$ cat src/rtl/adder_arb_pkg.sv
// adder_arb_pkg: shared defaults and id-width helper for the round-robin adder arbiter
package adder_arb_pkg;

    localparam int ARB_NUM_REQ = 4;
    localparam int ARB_WIDTH   = 16;
    localparam int ARB_CNT_W   = 16;

    function automatic int id_w(input int n);
        return (n > 1) ? $clog2(n) : 1;
    endfunction

endpackage

$ cat src/rtl/carry_lookahead_adder.sv
// carry_lookahead_adder: unsigned adder with every carry formed as a flat generate/propagate sum of products
module carry_lookahead_adder #(
    parameter int WIDTH = 16
) (
    input  logic [WIDTH-1:0] i_a,
    input  logic [WIDTH-1:0] i_b,
    input  logic             i_cin,
    output logic [WIDTH-1:0] o_sum,
    output logic             o_cout
);

    logic [WIDTH-1:0] w_g;
    logic [WIDTH-1:0] w_p;
    logic [WIDTH:0]   w_c;
    logic             w_t;
    logic             w_pp;

    // Each carry c[i] = g[i-1] | p[i-1]g[i-2] | ... | p[i-1..0]cin, with no dependence on other carries
    always_comb begin
        w_g  = i_a & i_b;
        w_p  = i_a ^ i_b;
        w_c  = '0;
        w_t  = 1'b0;
        w_pp = 1'b1;
        for (int i = 0; i <= WIDTH; i++) begin
            w_t  = 1'b0;
            w_pp = 1'b1;
            for (int j = i - 1; j >= 0; j--) begin
                w_t  = w_t | (w_pp & w_g[j]);
                w_pp = w_pp & w_p[j];
            end
            w_c[i] = w_t | (w_pp & i_cin);
        end
    end

    assign o_sum  = w_p ^ w_c[WIDTH-1:0];
    assign o_cout = w_c[WIDTH];

endmodule

$ cat src/rtl/rr_picker.sv
// rr_picker: combinational round-robin selector starting its search at the pointer
module rr_picker
    import adder_arb_pkg::*;
#(
    parameter  int NUM_REQ = ARB_NUM_REQ,
    localparam int ID_W    = id_w(NUM_REQ)
) (
    input  logic [NUM_REQ-1:0] i_req,
    input  logic [ID_W-1:0]    i_ptr,
    input  logic               i_en,
    output logic [NUM_REQ-1:0] o_gnt,
    output logic [ID_W-1:0]    o_idx,
    output logic               o_any
);

    logic [ID_W:0]   w_sum;
    logic [ID_W-1:0] w_pos;

    // Walk ptr, ptr+1, ... modulo NUM_REQ and take the first valid request
    always_comb begin
        o_gnt = '0;
        o_idx = '0;
        o_any = 1'b0;
        w_sum = '0;
        w_pos = '0;
        for (int k = 0; k < NUM_REQ; k++) begin
            w_sum = {1'b0, i_ptr} + (ID_W+1)'(k);
            w_pos = (w_sum >= (ID_W+1)'(NUM_REQ)) ? ID_W'(w_sum - (ID_W+1)'(NUM_REQ)) : ID_W'(w_sum);
            if (i_en && !o_any && i_req[w_pos]) begin
                o_gnt[w_pos] = 1'b1;
                o_idx        = w_pos;
                o_any        = 1'b1;
            end
        end
    end

endmodule

$ cat src/rtl/adder_rr_arbiter.sv
// adder_rr_arbiter: round-robin sharing of one carry-lookahead adder; ADDER_ARB_STATS_EN adds per-requester grant counters
module adder_rr_arbiter
    import adder_arb_pkg::*;
#(
    parameter  int NUM_REQ = ARB_NUM_REQ,
    parameter  int WIDTH   = ARB_WIDTH,
    parameter  int CNT_W   = ARB_CNT_W,
    localparam int ID_W    = id_w(NUM_REQ)
) (
    input  logic                     i_clk,
    input  logic                     i_rst,
    input  logic [NUM_REQ-1:0]       i_req_valid,
    output logic [NUM_REQ-1:0]       o_req_ready,
    input  logic [NUM_REQ*WIDTH-1:0] i_req_add1,
    input  logic [NUM_REQ*WIDTH-1:0] i_req_add2,
    output logic                     o_res_valid,
    input  logic                     i_res_ready,
    output logic [WIDTH:0]           o_res_data,
    output logic [ID_W-1:0]          o_res_id
`ifdef ADDER_ARB_STATS_EN
    ,
    output logic [NUM_REQ*CNT_W-1:0] o_grant_cnt
`endif
);

    if (NUM_REQ < 1 || WIDTH < 1 || CNT_W < 1) begin : g_bad_cfg
        $error("adder_rr_arbiter: NUM_REQ, WIDTH and CNT_W must all be at least 1");
    end

    logic                 r_res_valid;
    logic [WIDTH:0]       r_res_data;
    logic [ID_W-1:0]      r_res_id;
    logic [ID_W-1:0]      r_rr_ptr;
    logic                 w_load;
    logic [NUM_REQ-1:0]   w_gnt;
    logic [ID_W-1:0]      w_idx;
    logic                 w_any;
    logic [ID_W-1:0]      w_ptr_nxt;
    logic [WIDTH-1:0]     w_a;
    logic [WIDTH-1:0]     w_b;
    logic [WIDTH-1:0]     w_sum;
    logic                 w_cout;

    // The output slot can take a new result when empty or being drained this cycle
    assign w_load      = ~r_res_valid | i_res_ready;
    assign o_req_ready = w_gnt;
    assign w_ptr_nxt   = (w_idx == ID_W'(NUM_REQ - 1)) ? '0 : w_idx + 1'b1;

    rr_picker #(
        .NUM_REQ (NUM_REQ)
    ) u_picker (
        .i_req (i_req_valid),
        .i_ptr (r_rr_ptr),
        .i_en  (w_load),
        .o_gnt (w_gnt),
        .o_idx (w_idx),
        .o_any (w_any)
    );

    // One-hot AND-OR mux steers the granted requester's operands into the adder
    always_comb begin
        w_a = '0;
        w_b = '0;
        for (int k = 0; k < NUM_REQ; k++) begin
            w_a = w_a | (i_req_add1[k*WIDTH +: WIDTH] & {WIDTH{w_gnt[k]}});
            w_b = w_b | (i_req_add2[k*WIDTH +: WIDTH] & {WIDTH{w_gnt[k]}});
        end
    end

    carry_lookahead_adder #(
        .WIDTH (WIDTH)
    ) u_cla (
        .i_a    (w_a),
        .i_b    (w_b),
        .i_cin  (1'b0),
        .o_sum  (w_sum),
        .o_cout (w_cout)
    );

    // Output register and pointer advance only when the slot is free; data/id hold when idle
    always_ff @(posedge i_clk or posedge i_rst) begin
        if (i_rst) begin
            r_res_valid <= 1'b0;
            r_res_data  <= '0;
            r_res_id    <= '0;
            r_rr_ptr    <= '0;
        end else if (w_load) begin
            r_res_valid <= w_any;
            if (w_any) begin
                r_res_data <= {w_cout, w_sum};
                r_res_id   <= w_idx;
                r_rr_ptr   <= w_ptr_nxt;
            end
        end
    end

    assign o_res_valid = r_res_valid;
    assign o_res_data  = r_res_data;
    assign o_res_id    = r_res_id;

`ifdef ADDER_ARB_STATS_EN
    for (genvar k = 0; k < NUM_REQ; k++) begin : g_cnt
        logic [CNT_W-1:0] r_cnt;
        // Saturating count of transfers by requester k
        always_ff @(posedge i_clk or posedge i_rst) begin
            if (i_rst)
                r_cnt <= '0;
            else if (w_gnt[k] && !(&r_cnt))
                r_cnt <= r_cnt + 1'b1;
        end
        assign o_grant_cnt[k*CNT_W +: CNT_W] = r_cnt;
    end
`endif

endmodule

$ cat config.mk
export PLATFORM = sky130hd
export DESIGN_NAME = adder_rr_arbiter
export DESIGN_NICKNAME = d
export VERILOG_FILES = /design/src/rtl/adder_arb_pkg.sv /design/src/rtl/carry_lookahead_adder.sv /design/src/rtl/rr_picker.sv /design/src/rtl/adder_rr_arbiter.sv
export SDC_FILE = /design/constraint.sdc
export NUM_CORES = 1
export LEC_CHECK = 0
export CAP_MARGIN = 30
export CORE_MARGIN = 4
export CORE_UTILIZATION = 40
export DETAILED_ROUTE_END_ITERATION = 8
export GPL_TIMING_DRIVEN = 0
export PLACE_DENSITY = 0.81
export SLEW_MARGIN = 10
export SYNTH_ARGS = -nofsm -noshare
export SYNTH_HDL_FRONTEND = slang
export SYNTH_HIERARCHICAL = 1
export SYNTH_SLANG_ARGS = --single-unit
$ cat constraint.sdc
create_clock -name i_clk -period 5.18 [get_ports i_clk]
set_clock_uncertainty 0.1 [all_clocks]
set_input_delay 0.518 -clock i_clk [delete_from_list [all_inputs] [get_ports i_clk]]
set_output_delay 0.518 -clock i_clk [all_outputs]
set_load 0.02 [all_outputs]
==> results.toml <==
[outcome]
status = "complete, no violations"

[timing]
fin_crit_ns = 4.958
rsz0062_at_grt = "yes"
setup_viol = 0
report.final.slew_viol_count = 0
totalNegativeSetupSlack_ns = 0
final-hold-violation-count = 0
fmax_ghz = 0.2017
slew_headroom_pct = 47.13
period_share_pct = 95.72
tightest_slew_ns = 0.7922

[global_routing]
grt_start_max_net_pins = 23
grt_pass1_wl_mm = 15.59
first_global_vias = 3220
antenna_found_initial = 0
gr-total-overflow = 0
grt_usage_pct = 22.81

[power]
ir_drop_mv = 0.3846
powerDensity_mw_per_mm2 = 748.1
p_leak_nw = 2.063

[clock_tree]
clock_path_buffers = 2
cts_tree = "built"
numCtsBuffers = 3
clock-sinks = 22
clock_latency_ns = 0.26
clkTransAtPathRegs_ns = 0.07
cts_root_buffer = "clkbuf_8"
cts_max_level = 1
cts_setup_buffers = 0

[worst_setup_path]
path_class = "reg2reg"
r2r-start = "r_rr_ptr[0]$_DFFE_PP0P_"
crit_chain = "buf_6, inv_1, ha_1, clkbuf_4, mux4_2, or2_4, o21ai_2, o2bb2ai_2, buf_2, a22oi_1, nand2_1, ha_1, a21o_1, a221oi_2, and2b_2, a21oi_2, a211oi_2, xnor2_1, mux2_4"
startpoint_type = "register"
r2r_cells = 19
cp_slowest_cell = "mux4_2"
arrival_ns = 5.01
required_ns = 5.23
critical_path.startpoint = "r_rr_ptr[0]$_DFFE_PP0P_"
worstPathMaxFanout = 10
critPathMostFrequentCell = "ha_1"
slowest_delay_ns = 0.55
end_kind = "register"

[logic_synthesis]
syn_area_sq_mm = 0.002818
synthArstFlopShare_pct = 100.0
synth_xor_area_share_pct = 3.730
ys_warn_count = 6
synth_seq_cells = 22
synth_edf_count = 0
yosys_most_used_dff = "dfrtp_1"
synth_cell_types = 49
synth_fa_ha_area_share_pct = 12.26
synth_compound_area_share_pct = 28.55
ys_seq_area_share_pct = 19.54
synth-simple-area-share_pct = 13.01
synthCells = 306
syn_avg_cell_area_sq_um = 9.208
muxShareOfSynthArea_pct = 17.05
synth_top_family_by_area = "compound AO/OA/AOI/OAI gates"

[floorplanning]
dieArea_sq_mm = 0.008451
fp.coreArea_sq_mm = 0.006832
num_rows = 30
initial_core_util_pct = 41.25
die_h_um = 91.93
fp.dieW_um = 91.93
ios = 159

[detailed_routing]
drc = 0
wl_per_cell_um = 17.88
drt_wl_total_mm = 10.12
ant_nets = 0
num_vias = 3106
drtIter0Drc = 127
avgViaCountPerCell = 5.488
dr.pass1.iters = 5

[placement]
globalplace.congestion = 0.8851
hpwlAfterDp_mm = 8.541
dpl.cell_count = 562
numPortBuffers = 158

[final_layout]
area_growth_pct = 64.79
final_common_cell = "clkdlybuf4s50_1"
diodes = 0
nFillCells = 593
multi_input_area_sq_mm = 0.002165
final_cell_mix = "clkdlybuf4s50_1 (158), a22oi_1 (65), nand2_1 (46)"
nets = 633
fin_util_pct = 67.97
regArea_sq_um = 553.0
final_layout_size_suffix_gt1_share_pct = 14.04
finalNonFillerCells = 566

[min_path]
hold_start = "o_res_data[15]$_DFFE_PP0P_"
holdPathStages = 1
hp-class = "reg2reg"

[run]
cap_violations = 0
[stage by stage]
| step | hold slack (ns) | power (W) | worst slack, ns | area [sq um] |
|---|---|---|---|---|
| floorplan | 0.4072 | 0.002415 | 0.4161 | 2825 |
| global placement | 0.3976 | 0.003172 | -0.1348 | 4527 |
| detailed placement | 0.3943 | 0.003248 | -0.2113 | 4527 |
| CTS | 0.4170 | 0.003419 | 0.006441 | 4632 |
| global route | 0.4350 | 0.003741 | -0.008912 | 4643 |
| finish | 0.4120 | 0.003474 | 0.2216 | 4643 |
[worst max-delay path: cells and delay by family (launching register included)]
family	cells	cell delay (ns)
and+or+nand+nor	3	0.59
buffers and inverters	4	0.71
DFF	1	0.44
adders and majority gates	2	0.70
muxes	2	0.83
xor gates and xnor gates	1	0.14
AOI/OAI and AO/OA	7	1.34
[final cells by class]
| type | instances | area share, % |
|---|---|---|
| tap | 96 | 2.587 |
| sequential | 22 | 11.91 |
| clock buffer | 4 | 1.186 |
| multi-input combinational | 260 | 46.62 |
| inverter | 8 | 0.6467 |
| buffer | 18 | 2.991 |
| timing repair buffer | 158 | 34.06 |
[routing by layer]
metal	wire (um)	vias up	GRT usage [%]	part of all wire [%]
met1	4241	1473	28.68	42
met4	158	0	5.693	1.6
met2	5104	127	41.18	50
met5	0	-	0	0
met3	614	14	2.789	6.1
li1	-	1492	-	-
[sequential cells by signal, indices dropped and copies added (netlist names)]
signal       cells
o_res_id         2
o_res_data      17
o_res_valid      1
r_rr_ptr         2
[cells in the mapped netlist (all sizes together), types with 4 or more instances]
cell / instances / area (sq um)
inv: 8 / 30.03
xnor2: 8 / 70.07
o2bb2ai: 5 / 43.79
a211oi: 4 / 40.03
xor2: 4 / 35.03
ha: 26 / 325.3
buf: 18 / 131.4
mux2i: 6 / 60.06
a21o: 5 / 37.54
a22oi: 65 / 488.0
mux4: 4 / 97.59
o21ai: 9 / 48.80
nand2: 47 / 183.9
dfrtp: 22 / 550.5
mux2: 22 / 322.8
nor2: 11 / 41.29
a21oi: 10 / 53.80
[worst paths after layout]
path / end / slack, ns
worst min register to register: o_res_data[15]$_DFFE_PP0P_ / 0.41
worst max register to register: o_res_data[14]$_DFFE_PP0P_ / 0.22
min in group asynchronous: o_res_data[7]$_DFFE_PP0P_ / 0.61
max in group asynchronous: r_rr_ptr[0]$_DFFE_PP0P_ / 3.83
worst min-delay path: o_res_data[15]$_DFFE_PP0P_ / 0.41
worst max-delay path: o_res_data[14]$_DFFE_PP0P_ / 0.22
[power breakdown]
group	switching [W]	internal [W]	leakage [nW]	total [W]
Sequential	0.0000700	0.000270	0.264	0.000340
Combinational	0.00159	0.00143	1.77	0.00301
Clock	0.0000527	0.0000677	0.0288	0.000120
[logic make-up (layout without fill, tap and decap cells)]
| logic type | Yosys count | after routing |
|---|---|---|
| mux | 32 | 32 |
| fa+ha+maj | 27 | 27 |
| buf+inv | 26 | 188 |
| other cells | 1 | 3 |
| compound gates | 109 | 109 |
| xor+xnor | 12 | 12 |
| flops | 22 | 22 |
| simple gates | 77 | 77 |
[timing repair]
item                                    CTS  global route
endpoints found under the setup margin    7             9
resized for setup                         9             6
hold buffers                              0             0
Power figures use the tool's default switching activity.
